$ cat src/rtl/decode_buffer_pkg.sv
// Shared instruction encodings and decoded-bundle layout for the decode stage.
// Holds match/mask constants, select-code localparams and the packed control bundle.
// Imported by decode_logic and decode_buffer; contains no logic state.
package decode_buffer_pkg;

  // Masks: full word, R-type (funct7+funct3+opcode), funct3+opcode, opcode only, AMO funct5
  localparam logic [31:0] MASK_ALL = 32'hFFFF_FFFF;
  localparam logic [31:0] MASK_R   = 32'hFE00_707F;
  localparam logic [31:0] MASK_F3  = 32'h0000_707F;
  localparam logic [31:0] MASK_OP  = 32'h0000_007F;
  localparam logic [31:0] MASK_AMO = 32'hF800_707F;

  localparam logic [31:0] NOP = 32'h0000_0013;

  localparam logic [31:0] LB  = 32'h0000_0003;
  localparam logic [31:0] LH  = 32'h0000_1003;
  localparam logic [31:0] LW  = 32'h0000_2003;
  localparam logic [31:0] LBU = 32'h0000_4003;
  localparam logic [31:0] LHU = 32'h0000_5003;

  localparam logic [31:0] SB = 32'h0000_0023;
  localparam logic [31:0] SH = 32'h0000_1023;
  localparam logic [31:0] SW = 32'h0000_2023;

  localparam logic [31:0] BEQ  = 32'h0000_0063;
  localparam logic [31:0] BNE  = 32'h0000_1063;
  localparam logic [31:0] BLT  = 32'h0000_4063;
  localparam logic [31:0] BGE  = 32'h0000_5063;
  localparam logic [31:0] BLTU = 32'h0000_6063;
  localparam logic [31:0] BGEU = 32'h0000_7063;

  localparam logic [31:0] JAL   = 32'h0000_006F;
  localparam logic [31:0] JALR  = 32'h0000_0067;
  localparam logic [31:0] LUI   = 32'h0000_0037;
  localparam logic [31:0] AUIPC = 32'h0000_0017;

  localparam logic [31:0] CSRRW  = 32'h0000_1073;
  localparam logic [31:0] CSRRS  = 32'h0000_2073;
  localparam logic [31:0] CSRRC  = 32'h0000_3073;
  localparam logic [31:0] CSRRWI = 32'h0000_5073;
  localparam logic [31:0] CSRRSI = 32'h0000_6073;
  localparam logic [31:0] CSRRCI = 32'h0000_7073;
  localparam logic [31:0] ECALL  = 32'h0000_0073;
  localparam logic [31:0] MRET   = 32'h3020_0073;

  localparam logic [31:0] MUL       = 32'h0200_0033;
  localparam logic [31:0] AMOSWAP_W = 32'h0800_202F;

  localparam logic [3:0] ALU_ADD   = 4'd0;
  localparam logic [3:0] ALU_SUB   = 4'd1;
  localparam logic [3:0] ALU_AND   = 4'd2;
  localparam logic [3:0] ALU_OR    = 4'd3;
  localparam logic [3:0] ALU_XOR   = 4'd4;
  localparam logic [3:0] ALU_SLL   = 4'd5;
  localparam logic [3:0] ALU_SRL   = 4'd6;
  localparam logic [3:0] ALU_SRA   = 4'd7;
  localparam logic [3:0] ALU_SLTU  = 4'd8;
  localparam logic [3:0] ALU_SLT   = 4'd9;
  localparam logic [3:0] ALU_AMOSW = 4'd10;
  localparam logic [3:0] ALU_PASSB = 4'd11;
  localparam logic [3:0] ALU_MUL   = 4'd12;

  localparam logic [1:0] WB_DMEM = 2'd0;
  localparam logic [1:0] WB_ALU  = 2'd1;
  localparam logic [1:0] WB_NONE = 2'd3;

  localparam logic [2:0] IMM_I  = 3'd0;
  localparam logic [2:0] IMM_SH = 3'd1;
  localparam logic [2:0] IMM_S  = 3'd2;
  localparam logic [2:0] IMM_B  = 3'd3;
  localparam logic [2:0] IMM_U  = 3'd4;
  localparam logic [2:0] IMM_J  = 3'd5;

  // Register-register ALU ops: exact pattern under MASK_R and the ALU code it selects
  localparam int N_ALU_R = 10;
  localparam logic [31:0] ALU_R_MATCH [N_ALU_R] = '{
    32'h0000_0033, 32'h4000_0033, 32'h0000_1033, 32'h0000_2033, 32'h0000_3033,
    32'h0000_4033, 32'h0000_5033, 32'h4000_5033, 32'h0000_6033, 32'h0000_7033};
  localparam logic [3:0] ALU_R_SEL [N_ALU_R] = '{
    ALU_ADD, ALU_SUB, ALU_SLL, ALU_SLT, ALU_SLTU,
    ALU_XOR, ALU_SRL, ALU_SRA, ALU_OR, ALU_AND};

  // Register-immediate ALU ops; the shift forms need funct7 in the mask
  localparam int N_ALU_I = 9;
  localparam logic [31:0] ALU_I_MATCH [N_ALU_I] = '{
    32'h0000_0013, 32'h0000_2013, 32'h0000_3013, 32'h0000_4013, 32'h0000_6013,
    32'h0000_7013, 32'h0000_1013, 32'h0000_5013, 32'h4000_5013};
  localparam logic [31:0] ALU_I_MASK [N_ALU_I] = '{
    MASK_F3, MASK_F3, MASK_F3, MASK_F3, MASK_F3, MASK_F3, MASK_R, MASK_R, MASK_R};
  localparam logic [3:0] ALU_I_SEL [N_ALU_I] = '{
    ALU_ADD, ALU_SLT, ALU_SLTU, ALU_XOR, ALU_OR, ALU_AND, ALU_SLL, ALU_SRL, ALU_SRA};
  localparam logic ALU_I_SHIFT [N_ALU_I] = '{
    1'b0, 1'b0, 1'b0, 1'b0, 1'b0, 1'b0, 1'b1, 1'b1, 1'b1};

  typedef enum logic [3:0] {
    CLS_NOP, CLS_ALU_R, CLS_ALU_I, CLS_LOAD, CLS_STORE, CLS_BRANCH, CLS_JAL,
    CLS_JALR, CLS_LUI, CLS_AUIPC, CLS_CSR, CLS_SYS, CLS_MUL, CLS_AMO, CLS_ILL
  } inst_class_t;

  // Decoded control bundle; stored as one packed vector per FIFO entry
  typedef struct packed {
    logic [4:0] rs1;
    logic [4:0] rs2;
    logic [4:0] rd;
    logic [2:0] funct3;
    logic [1:0] uses_reg;
    logic       reg_wen;
    logic [1:0] wb_sel;
    logic [2:0] imm_sel;
    logic       alu_asel;
    logic       alu_bsel;
    logic [3:0] alu_sel;
    logic       dmem_we;
    logic       is_branch;
    logic       is_jump;
    logic       jump_early;
    logic       branch_unsigned;
    logic       illegal;
  } dec_t;

  localparam int DEC_W = $bits(dec_t);

  function automatic logic hit(input logic [31:0] instr, input logic [31:0] match,
                               input logic [31:0] mask);
    return (instr & mask) == match;
  endfunction

endpackage

$ cat src/rtl/decode_buffer_decode_logic.sv
// Combinational RV32I/Zicsr/MUL/AMOSWAP.W decoder producing the stored control bundle.
// Latency: zero cycles, purely combinational.
// Backpressure: none; it is evaluated on whatever instruction is offered.
module decode_logic
  import decode_buffer_pkg::*;
#(
  parameter int EN_M   = 1,
  parameter int EN_CSR = 1
) (
  input  logic [31:0] instr,
  output dec_t        dec
);

  logic        r_hit;
  logic [3:0]  r_alu;
  logic        i_hit;
  logic [3:0]  i_alu;
  logic        i_shift;
  inst_class_t cls;

  // ALU table lookups; patterns are disjoint, first hit is kept
  always_comb begin
    r_hit   = 1'b0;
    r_alu   = ALU_ADD;
    i_hit   = 1'b0;
    i_alu   = ALU_ADD;
    i_shift = 1'b0;
    for (int k = 0; k < N_ALU_R; k++) begin
      if (!r_hit && hit(instr, ALU_R_MATCH[k], MASK_R)) begin
        r_hit = 1'b1;
        r_alu = ALU_R_SEL[k];
      end
    end
    for (int k = 0; k < N_ALU_I; k++) begin
      if (!i_hit && hit(instr, ALU_I_MATCH[k], ALU_I_MASK[k])) begin
        i_hit   = 1'b1;
        i_alu   = ALU_I_SEL[k];
        i_shift = ALU_I_SHIFT[k];
      end
    end
  end

  // Classify in listed priority order; NOP must win over ADDI
  always_comb begin
    cls = CLS_ILL;
    if (hit(instr, NOP, MASK_ALL))                                   cls = CLS_NOP;
    else if (r_hit)                                                  cls = CLS_ALU_R;
    else if (i_hit)                                                  cls = CLS_ALU_I;
    else if ((instr & MASK_F3) inside {LB, LH, LW, LBU, LHU})        cls = CLS_LOAD;
    else if ((instr & MASK_F3) inside {SB, SH, SW})                  cls = CLS_STORE;
    else if ((instr & MASK_F3) inside {BEQ, BNE, BLT, BGE, BLTU, BGEU}) cls = CLS_BRANCH;
    else if (hit(instr, JAL, MASK_OP))                               cls = CLS_JAL;
    else if (hit(instr, JALR, MASK_F3))                              cls = CLS_JALR;
    else if (hit(instr, LUI, MASK_OP))                               cls = CLS_LUI;
    else if (hit(instr, AUIPC, MASK_OP))                             cls = CLS_AUIPC;
    else if ((instr & MASK_F3) inside {CSRRW, CSRRS, CSRRC, CSRRWI, CSRRSI, CSRRCI})
      cls = (EN_CSR != 0) ? CLS_CSR : CLS_ILL;
    else if (hit(instr, MRET, MASK_ALL) || hit(instr, ECALL, MASK_ALL))
      cls = (EN_CSR != 0) ? CLS_SYS : CLS_ILL;
    else if (hit(instr, MUL, MASK_R))
      cls = (EN_M != 0) ? CLS_MUL : CLS_ILL;
    else if (hit(instr, AMOSWAP_W, MASK_AMO))                        cls = CLS_AMO;
  end

  // Expand the class into the control bundle; illegal keeps every control at default
  always_comb begin
    dec          = '0;
    dec.rs1      = instr[19:15];
    dec.rs2      = instr[24:20];
    dec.rd       = instr[11:7];
    dec.funct3   = instr[14:12];
    dec.wb_sel   = WB_NONE;
    case (cls)
      CLS_NOP: ;
      CLS_ALU_R: begin
        dec.uses_reg = 2'b11;
        dec.reg_wen  = 1'b1;
        dec.wb_sel   = WB_ALU;
        dec.alu_sel  = r_alu;
      end
      CLS_ALU_I: begin
        dec.uses_reg = 2'b01;
        dec.reg_wen  = 1'b1;
        dec.wb_sel   = WB_ALU;
        dec.alu_bsel = 1'b1;
        dec.imm_sel  = i_shift ? IMM_SH : IMM_I;
        dec.alu_sel  = i_alu;
      end
      CLS_LOAD: begin
        dec.uses_reg = 2'b01;
        dec.reg_wen  = 1'b1;
        dec.wb_sel   = WB_DMEM;
        dec.alu_bsel = 1'b1;
        dec.imm_sel  = IMM_I;
      end
      CLS_STORE: begin
        dec.imm_sel  = IMM_S;
        dec.uses_reg = 2'b11;
        dec.alu_bsel = 1'b1;
        dec.dmem_we  = 1'b1;
      end
      CLS_BRANCH: begin
        dec.is_branch       = 1'b1;
        dec.imm_sel         = IMM_B;
        dec.uses_reg        = 2'b11;
        dec.alu_asel        = 1'b1;
        dec.alu_bsel        = 1'b1;
        dec.branch_unsigned = instr[13];
      end
      CLS_JAL: begin
        dec.jump_early = 1'b1;
        dec.is_jump    = 1'b1;
        dec.imm_sel    = IMM_J;
        dec.reg_wen    = 1'b1;
        dec.alu_asel   = 1'b1;
        dec.alu_bsel   = 1'b1;
        dec.wb_sel     = WB_NONE;
      end
      CLS_JALR: begin
        dec.is_jump  = 1'b1;
        dec.uses_reg = 2'b01;
        dec.reg_wen  = 1'b1;
        dec.alu_bsel = 1'b1;
        dec.wb_sel   = WB_NONE;
      end
      CLS_LUI, CLS_AUIPC: begin
        dec.imm_sel  = IMM_U;
        dec.reg_wen  = 1'b1;
        dec.wb_sel   = WB_ALU;
        dec.alu_asel = 1'b1;
        dec.alu_bsel = 1'b1;
        dec.alu_sel  = (cls == CLS_LUI) ? ALU_PASSB : ALU_ADD;
      end
      CLS_CSR: begin
        dec.uses_reg = 2'b01;
        dec.reg_wen  = 1'b1;
      end
      CLS_SYS: begin
        dec.uses_reg = 2'b01;
      end
      CLS_MUL: begin
        dec.uses_reg = 2'b11;
        dec.reg_wen  = 1'b1;
        dec.wb_sel   = WB_ALU;
        dec.alu_sel  = ALU_MUL;
      end
      CLS_AMO: begin
        dec.uses_reg = 2'b01;
        dec.reg_wen  = 1'b1;
        dec.wb_sel   = WB_DMEM;
        dec.alu_sel  = ALU_AMOSW;
      end
      default: begin
        dec.illegal = 1'b1;
      end
    endcase
  end

endmodule

$ cat src/rtl/decode_buffer.sv
// Decode-at-enqueue FIFO between fetch and issue; outputs come straight from storage.
// Latency: an instruction accepted at edge N into an empty buffer is presented after edge N.
// Backpressure: in_ready = count < DEPTH (no path from out_ready); head holds while out_ready low.
module decode_buffer
  import decode_buffer_pkg::*;
#(
  parameter int DEPTH  = 4,
  parameter int PC_W   = 32,
  parameter int EN_M   = 1,
  parameter int EN_CSR = 1
) (
  input  logic                       clk,
  input  logic                       rst,
  input  logic                       in_valid,
  output logic                       in_ready,
  input  logic [31:0]                in_instr,
  input  logic [PC_W-1:0]            in_pc,
  input  logic                       flush,
  output logic                       out_valid,
  input  logic                       out_ready,
  output logic [PC_W-1:0]            out_pc,
  output logic [31:0]                out_instr,
  output logic [4:0]                 out_rs1,
  output logic [4:0]                 out_rs2,
  output logic [4:0]                 out_rd,
  output logic [2:0]                 out_funct3,
  output logic [1:0]                 out_uses_reg,
  output logic                       out_reg_wen,
  output logic [1:0]                 out_wb_sel,
  output logic [2:0]                 out_imm_sel,
  output logic                       out_alu_asel,
  output logic                       out_alu_bsel,
  output logic [3:0]                 out_alu_sel,
  output logic                       out_dmem_we,
  output logic                       out_is_branch,
  output logic                       out_is_jump,
  output logic                       out_jump_early,
  output logic                       out_branch_unsigned,
  output logic                       out_illegal,
  output logic [$clog2(DEPTH+1)-1:0] count
);

  localparam int PTR_W = $clog2(DEPTH);
  localparam int CNT_W = $clog2(DEPTH+1);
  localparam logic [CNT_W-1:0] FULL_CNT = CNT_W'(DEPTH);

  typedef struct packed {
    logic [PC_W-1:0] pc;
    logic [31:0]     instr;
    dec_t            dec;
  } entry_t;

  entry_t           mem [DEPTH];
  entry_t           head;
  dec_t             in_dec;
  logic [PTR_W-1:0] rd_ptr;
  logic [PTR_W-1:0] wr_ptr;
  logic             enq;
  logic             deq;

  decode_logic #(
    .EN_M   (EN_M),
    .EN_CSR (EN_CSR)
  ) u_decode (
    .instr (in_instr),
    .dec   (in_dec)
  );

  assign in_ready  = count < FULL_CNT;
  assign out_valid = count != '0;
  // flush suppresses both handshakes in its cycle
  assign enq = in_valid && in_ready && !flush;
  assign deq = out_valid && out_ready && !flush;

  // Pointer and occupancy state; rst beats flush beats normal traffic
  always_ff @(posedge clk) begin
    if (rst) begin
      rd_ptr <= '0;
      wr_ptr <= '0;
      count  <= '0;
    end else if (flush) begin
      rd_ptr <= '0;
      wr_ptr <= '0;
      count  <= '0;
    end else begin
      if (enq) wr_ptr <= wr_ptr + PTR_W'(1);
      if (deq) rd_ptr <= rd_ptr + PTR_W'(1);
      case ({enq, deq})
        2'b10:   count <= count + CNT_W'(1);
        2'b01:   count <= count - CNT_W'(1);
        default: count <= count;
      endcase
    end
  end

  // Entry storage; payload needs no reset because out_valid masks it
  always_ff @(posedge clk) begin
    if (enq) mem[wr_ptr] <= '{pc: in_pc, instr: in_instr, dec: in_dec};
  end

  assign head                = mem[rd_ptr];
  assign out_pc              = head.pc;
  assign out_instr           = head.instr;
  assign out_rs1             = head.dec.rs1;
  assign out_rs2             = head.dec.rs2;
  assign out_rd              = head.dec.rd;
  assign out_funct3          = head.dec.funct3;
  assign out_uses_reg        = head.dec.uses_reg;
  assign out_reg_wen         = head.dec.reg_wen;
  assign out_wb_sel          = head.dec.wb_sel;
  assign out_imm_sel         = head.dec.imm_sel;
  assign out_alu_asel        = head.dec.alu_asel;
  assign out_alu_bsel        = head.dec.alu_bsel;
  assign out_alu_sel         = head.dec.alu_sel;
  assign out_dmem_we         = head.dec.dmem_we;
  assign out_is_branch       = head.dec.is_branch;
  assign out_is_jump         = head.dec.is_jump;
  assign out_jump_early      = head.dec.jump_early;
  assign out_branch_unsigned = head.dec.branch_unsigned;
  assign out_illegal         = head.dec.illegal;

endmodule

$ cat config.mk
export PLATFORM = sky130hd
export DESIGN_NAME = decode_buffer
export DESIGN_NICKNAME = d
export VERILOG_FILES = /design/src/rtl/decode_buffer_pkg.sv /design/src/rtl/decode_buffer_decode_logic.sv /design/src/rtl/decode_buffer.sv
export SDC_FILE = /design/constraint.sdc
export NUM_CORES = 1
export LEC_CHECK = 0
export CORE_UTILIZATION = 40
export DETAILED_ROUTE_END_ITERATION = 10
export PLACE_DENSITY = 0.6
export REMOVE_ABC_BUFFERS = 1
export SYNTH_ARGS = -nofsm -noshare
export SYNTH_HDL_FRONTEND = slang
export SYNTH_SLANG_ARGS = --single-unit
export TNS_END_PERCENT = 100
$ cat constraint.sdc
create_clock -name clk -period 4.69 [get_ports clk]
set_input_delay 0.938 -clock clk [delete_from_list [all_inputs] [get_ports clk]]
set_output_delay 0.938 -clock clk [all_outputs]
set_load 0.03 [all_outputs]
==> metrics.txt, run 1 <==
critical path class=flip-flop to output port; crit path time final=around 3700 ps; number of hold buffers added after cts=0; Yosys cell types=55; H-tree depth=2; top-count cell post-synth=edfxtp_1; status=complete, no violations; Sink Count=345; slew margin rel.=a little over half; Net Sw Frac=just over 20%; Mapped Cells=635; drt drc=0; Starting DRT DRC Count=approximately 400; die height=around 190 um; synth top area cells=edfxtp_1 75%, mux4_2 14%, dfxtp_1 1.3%; global placer's final weighted congestion=roughly 0.81; via/cell ratio=about 5.2; EDFF count, synth=about 340; post-synth top area share=between 70% and 80%; Via Count=between 6,000 and 7,000; Avg Inst Size Synth=around 21 um^2; global-route wire length before repair=41,200 um; CP required=roughly 3800 ps; worst-margin pin slew=~700 ps; antenna viol nets, final=0; Max clock buf depth=3; Layout Utilization=51.3%; Antenna diodes=0; crit-path cells=buf_12, mux4_2, clkdlybuf4s50_1; total CTS buffers=37; area of the multi-input gates=2920 um^2; Fin. Hold Viols=0; Final Cycle Share=78.0%; CP Capture Type=output port; Top Ports=between 150 and 200; Std-Cell Rows=66; total die area=~34,000 um^2; die width=roughly 190 um; synth warn=0; FILL cells=around 2,700; nets=roughly 890; Root Buffer=clkbuf_16; asr flop ratio synth=0%; synthesis-stage register bit count=about 350; Slew Viols, Final=0; post_cts resized=0; Detailed Place HPWL=approximately 17,000 um; CP top delay family=buffers and inverters; Sequential Area=about 10,000 um^2; core box area=roughly 33,000 um^2; Power Dens Cells=389 nW/um^2; drt pass-1 iters=5; worst slack at placement=just over 900 ps; Clk Latency, worst-skew pair=~500 ps; CP arrival=2720 ps; Final Setup Violations=0; Worst Setup Start Kind=flip-flop; post-synthesis sequential area ratio=76.2%; share of layout cells above drive strength 1=slightly above 20%; LEAKAGE=roughly 5.4 nW; Initial Utilization=41.0%; Post-Route WL=roughly 27,000 um; vias in the first global route=7,200; fmax=about 270 MHz; Global Route Usage Sum=about 16%; Internal Pwr Total=5.21 mW; max-cap violations=0; Final Instance Count excl. Fillers=roughly 1,300; final setup margin=1030 ps; Clk pwr share=approximately two fifths; Routed WL per cell=between 20 and 25 um; Worst Clk Skew=between 10 and 15 ps; TNS Setup=0 ps; largest net degree at the start of global routing=54; Reg power frac=52.4%; Reg2Reg Setup Slack=2340 ps; Reg clk slew, reported paths=60 ps; Yosys top cell by area=edfxtp_1; area grow syn2layout=25.1%; Post-CTS Setup Bufs=0; crit-path max cell delay=750 ps; quantity of I/O buffers inserted on ports=around 180; Switch Pwr=1.34 mW; Post-Syn Area=approximately 13,000 um^2; Pwr Total=roughly 6.6 mW; Placed Cells=roughly 1,200; Post-synth top cells=336 x edfxtp_1, 84 x mux4_2, 23 x nor2_1, 19 x buf_4, 15 x nand2_1; TritonCTS clock tree=built; Hold WC Path Type=flip-flop to flip-flop; initial antenna violation count=0; GR Overflow Total=0; Crit-path slowest cell=dfxtp_4; worst vdd ir=0.230 mV; Top FF cell, synth=edfxtp_1; combinational share of power=approximately 5.7%; RSZ-0062 raised after global routing=false; crit path buf inv count=2; critical-path maximum fanout=45
[registers in the layout, indices dropped and copies added (netlist names), named ones only]
register and flops:
rd_ptr 2, count 3, mem 336, wr_ptr 2
[logic make-up (layout without fill, tap and decap cells)]
family / count (synthesis) / in the layout / share of synthesized area (%)
fa+ha+maj: 6 / 6 / 0.613
simple gates: 106 / 106 / 4.62
mux: 84 / 84 / 14.0
flops: 345 / 345 / 76.2
buf+inv: 53 / 261 / 2.20
xor+xnor: 7 / 7 / 0.455
compound gates: 34 / 34 / 1.84
[per-layer routing]
metal	global-route usage [%]	routed length [um]	vias up
met4	3.70	338	0
met2	26.4	13100	233
met3	3.38	1800	33
met5	0	0	-
met1	22.1	11800	3447
li1	-	-	2982
[path summary, 6_finish.rpt]
check,depth (start not counted),startpoint,to
worst max-delay path,3,flip-flop,out_instr[3]
worst min-delay path,2,rd_ptr[1],flip-flop
worst max register to register,4,count[2],mem[2][76]
worst min register to register,2,rd_ptr[1],flip-flop
[tightest hold or removal path: cells and delay by family, from the launching register on]
family,cells,cell delay [ps]
XOR/XNOR,1,70
flip-flops,1,320
AND/OR/NAND/NOR,1,110
[layout make-up]
cell class / instances / area share, %
repair buffers: 187 / 11.4
clock inverters: 20 / 1.11
inverters: 11 / 0.245
well taps: 442 / 3.28
clock buffers: 43 / 5.69
flip-flops and latches: 345 / 61.0
multi-input cells: 237 / 17.3
[per-stage QoR]
step	instance area [um^2]	hold WS, ps
5_1_grt	16800	586
6_report	16800	534
3_3_place_gp	15700	496
4_1_cts	16800	540
3_5_place_dp	15700	533
2_1_floorplan	13200	485
[power groups by stage]
| stage | Clock, mW | Combinational, mW | Sequential (mW) |
|---|---|---|---|
| finish | 2.75 | 0.372 | 3.43 |
| global route | 2.96 | 0.396 | 3.43 |
| CTS | 2.82 | 0.377 | 3.43 |
| detailed placement | 0 | 0.376 | 3.50 |
| global placement | 0 | 0.367 | 3.50 |
| floorplan | 0 | 0.167 | 3.50 |
[layout by cell type (no fill, tap or decap), types with 6 or more instances in the layout]
cell             instances
o21ai_0                 10
nand2_1                 15
inv_1                   11
mux4_2                  84
clkdlybuf4s50_1        175
nor3_1                  11
buf_4                    6
nand3_1                  6
buf_12                   6
a21oi_1                  9
nor2_1                  23
edfxtp_1               336
clkbuf_16               37
nor4_1                   6
dfxtp_1                  7
clkinv_2                 6
No activity file was read; power rests on OpenSTA's default activity.
==> run 2, diff against run 1 <==
clock period = 3.75 ns   (was 4.69 ns; I/O delays follow)
==> metrics.txt, run 2 (synthesis gave the netlist of run 1 again) <==
Final Instance Count excl. Fillers=between 1,000 and 1,500; vias in the first global route=between 7,000 and 8,000; Reg clk slew, reported paths=about 50 ps; crit-path cells=buf_12, mux4_2, clkdlybuf4s50_1; core box area=approximately 33,000 um^2; drt pass-1 iters=7; most frequent cells in the layout=336 x edfxtp_1, 175 x clkdlybuf4s50_1, 84 x mux4_2, 39 x clkbuf_16, 23 x nor2_1; critical-path maximum fanout=43; TNS Setup=0 ps; number of hold buffers added after cts=0; status=complete, no violations; Reg2Reg Depth=4; Final Cycle Share=between 90% and 100%; quantity of I/O buffers inserted on ports=175; total die area=around 34,000 um^2; Hold WC Path Type=flip-flop to flip-flop; Crit-path slowest cell=clkdlybuf4s50_1; Initial Utilization=between 40% and 50%; Sink Count=about 350; crit-path max cell delay=approximately 650 ps; Max clock buf depth=3; Worst Setup Start Kind=flip-flop; H-tree depth=2; Std-Cell Rows=66; antenna viol nets, final=0; slew margin rel.=between 50% and 60%; share of layout cells above drive strength 1=between 20% and 30%; Worst Clk Skew=20.9 ps; Largest register FFs=about 340; worst-margin pin slew=roughly 730 ps; worst vdd ir=roughly 0.28 mV; Power Dens Cells=483 nW/um^2; post_cts resized=0; global placer's final weighted congestion=approximately 0.94; Final Setup Violations=0; Post-Route WL=around 27,000 um; Top Ports=~180; Global Route Usage Sum=approximately 16%; nets=905; Reg2Reg Setup Slack=approximately 1500 ps; Hold Path Origin=rd_ptr[1]; CP endpoint=out_instr[6]; CP arrival=between 2000 and 3000 ps; critical path class=flip-flop to output port; RSZ-0062 raised after global routing=false; Routed WL per cell=~21 um; drt drc=0; Clk Latency, worst-skew pair=~520 ps; CP required=around 3000 ps; total CTS buffers=37; LEAKAGE=between 5 and 6 nW; initial antenna violation count=0; Via Count=approximately 7,000; top flop regs=mem (336), count (3); area grow syn2layout=25.9%; commonest non-fill, non-tap cell in the layout=edfxtp_1; Post-CTS Setup Bufs=0; global-route wire length before repair=between 40,000 and 50,000 um; via/cell ratio=5.25; Detailed Place HPWL=~17,000 um; Fin. Hold Viols=0; Placed Cells=about 1,200; GR Overflow Total=0; die width=approximately 190 um; largest net degree at the start of global routing=46; Antenna diodes=0; final setup margin=between 300 and 400 ps; CP Capture Type=output port; die height=186 um; FF-to-FF Start=count[2]; Root Buffer=clkbuf_16; reg-to-reg endpoint=mem[2][80]; worst hold stages=2; Slew Viols, Final=0; Pwr Total=between 8 and 9 mW; max-cap violations=0; TritonCTS clock tree=built; Biggest register=mem; Starting DRT DRC Count=approximately 560; crit path time final=about 3400 ps; fmax=slightly below 300 MHz; worst slack at placement=slightly below 300 ps
-- run 2: metal layers --
metal	GRT usage (%)	vias up	share of wire, %
met5	0	-	0
met4	4.13	0	1.6
met3	3.42	37	6.9
met2	27.5	253	50
met1	21.4	3517	41
li1	-	3014	-
-- run 2: metrics by stage --
step	util, %	hold slack [ps]	area (um^2)
CTS	51.6	548	17000
detailed placement	48.1	532	15800
global route	51.6	575	17000
finish	51.6	538	17000
floorplan	-	485	13200
global placement	48.1	504	15800
-- run 2: worst min-delay path by stage --
| stage | slack, ps | endpoint |
|---|---|---|
| 3_3_place_gp | 500 | flip-flop |
| 6_report | 540 | rd_ptr[1] |
| 3_5_place_dp | 530 | flip-flop |
| 4_1_cts | 550 | rd_ptr[1] |
| 5_1_grt | 580 | rd_ptr[1] |
| 2_1_floorplan | 480 | flip-flop |
-- run 2: critical path: cells and delay by family, from the launching register on --
| family | cells | cell delay (ps) |
|---|---|---|
| buf+inv | 2 | 1020 |
| flops | 1 | 550 |
| mux | 1 | 570 |
-- run 2: final cells by class --
cell class / count / area (um^2)
fill: 2698 / 15900
sequential: 345 / 10300
multi-input combinational: 237 / 2920
timing repair buffer: 198 / 2010
clock buffer: 50 / 1030
tap: 442 / 553
clock inverter: 17 / 133
inverter: 11 / 41.3
-- run 2: power breakdown --
part / switching [mW] / internal [mW]
registers: 0.0135 / 4.28
logic: 0.263 / 0.210
clock network: 1.37 / 2.06
==> run 3, diff against run 2 <==
CORE_UTILIZATION = 30   (was 40)
PLACE_DENSITY = 0.48   (was 0.6)
==> metrics.txt, run 3 (synthesis gave the netlist of run 1 again) <==
crit path time final=around 3400 ps; post_cts resized=0; Root Buffer=clkbuf_16; antenna viol nets, final=0; critical path class=flip-flop to output port; total CTS buffers=39; crit-path cells=buf_12, mux4_2, clkdlybuf4s50_1; GR Overflow Total=0; CP Capture Type=output port; Via Count=slightly below 7,000; Largest register FFs=roughly 340; RSZ-0062 raised after global routing=false; Reg2Reg Setup Slack=around 1600 ps; worst-margin pin slew=just over 700 ps; Fin. Hold Viols=0; Pwr Total=about 8.4 mW; DR top layer=met4; Starting DRT DRC Count=about 380; LEAKAGE=between 5 and 6 nW; share of layout cells above drive strength 1=a little over a fifth; Global Route Usage Sum=between 10% and 20%; core box area=44,200 um^2; commonest non-fill, non-tap cell in the layout=edfxtp_1; Worst Clk Skew=between 15 and 20 ps; max-cap violations=0; Crit-path slowest cell=dfxtp_4; global placer's final weighted congestion=0.738; nets=911; Metal-1 WL=roughly 14,000 um; Final Cycle Share=91.8%; die height=about 210 um; Clk Latency, worst-skew pair=roughly 550 ps; Final Setup Violations=0; Reg clk slew, reported paths=approximately 60 ps; Slew Viols, Final=0; vias in the first global route=between 7,000 and 8,000; Top Ports=roughly 180; die width=214 um; Std-Cell Rows=77; drt pass-1 iters=4; Hold WC Path Type=flip-flop to flip-flop; worst vdd ir=roughly 0.29 mV; Worst Setup Start Kind=flip-flop; Sink Count=345; Post-CTS Setup Bufs=0; top flop regs=mem (336), count (3); crit-path max cell delay=around 620 ps; most frequent cells in the layout=336 x edfxtp_1, 175 x clkdlybuf4s50_1, 84 x mux4_2, 41 x clkbuf_16, 23 x nor2_1; Initial Utilization=a little under a third; critical-path maximum fanout=21; TNS Setup=0 ps; CP arrival=approximately 2700 ps; H-tree depth=2; number of hold buffers added after cts=0; via/cell ratio=between 4 and 5; CP required=3000 ps; Power Dens Cells=489 nW/um^2; Post-Route WL=29,600 um; initial antenna violation count=0; total die area=around 46,000 um^2; area grow syn2layout=28.1%; slew margin rel.=between 50% and 60%; fmax=290 MHz; quantity of I/O buffers inserted on ports=roughly 180; Biggest register=mem; global-route wire length before repair=about 45,000 um; Max clock buf depth=3; largest net degree at the start of global routing=between 60 and 70; met3 wire length=around 1500 um; Detailed Place HPWL=17,800 um; Routed WL per cell=roughly 20 um; status=complete, no violations; met2 WL=13,500 um; TritonCTS clock tree=built; drt drc=0; Layout Utilization=approximately 40%
-- run 3: layout make-up --
cell class,count,area [um^2]
diodes,1,2.50
clock buffers,54,1070
clock inverters,13,138
fillers,4014,27000
inverters,11,41.3
multi-input cells,237,2920
flip-flops and latches,345,10300
well taps,592,741
repair buffers,202,2070
-- run 3: power breakdown --
group / switching, mW / total [mW] / internal, mW
registers: 0.0132 / 4.30 / 4.28
clock network: 1.46 / 3.66 / 2.20
logic: 0.266 / 0.477 / 0.210
-- run 3: routing by layer --
layer | track usage (%) | vias up
met3 | 2.89 | 55
met5 | 0 | -
met2 | 20.2 | 185
li1 | - | 3016
met1 | 18.2 | 3506
met4 | 5.35 | 0
-- run 3: worst max-delay path, delay by kind of cell, from the launching register on --
kind                   cells  cell delay [ps]
buffers and inverters      2              890
flip-flops                 1              620
multiplexers               1              590
-- run 3: path summary, 6_finish.rpt --
path	from	to	cells past startpoint
worst min register to register	rd_ptr[1]	rd_ptr[1]	2
worst max register to register	count[2]	count[2]	9
worst min-delay path	rd_ptr[1]	rd_ptr[1]	2
worst max-delay path	flip-flop	out_rs2[1]	3
-- run 3: through the flow --
stage	hold WS (ps)	setup WS (ps)	instance area, um^2	cells
final	538	306	17300	1455
after global routing	589	157	17300	1454
after CTS	542	210	17300	1454
after detailed placement	525	204	16000	1387
after global placement	504	82.2	16000	1387
after floorplan	485	-1360	13200	593
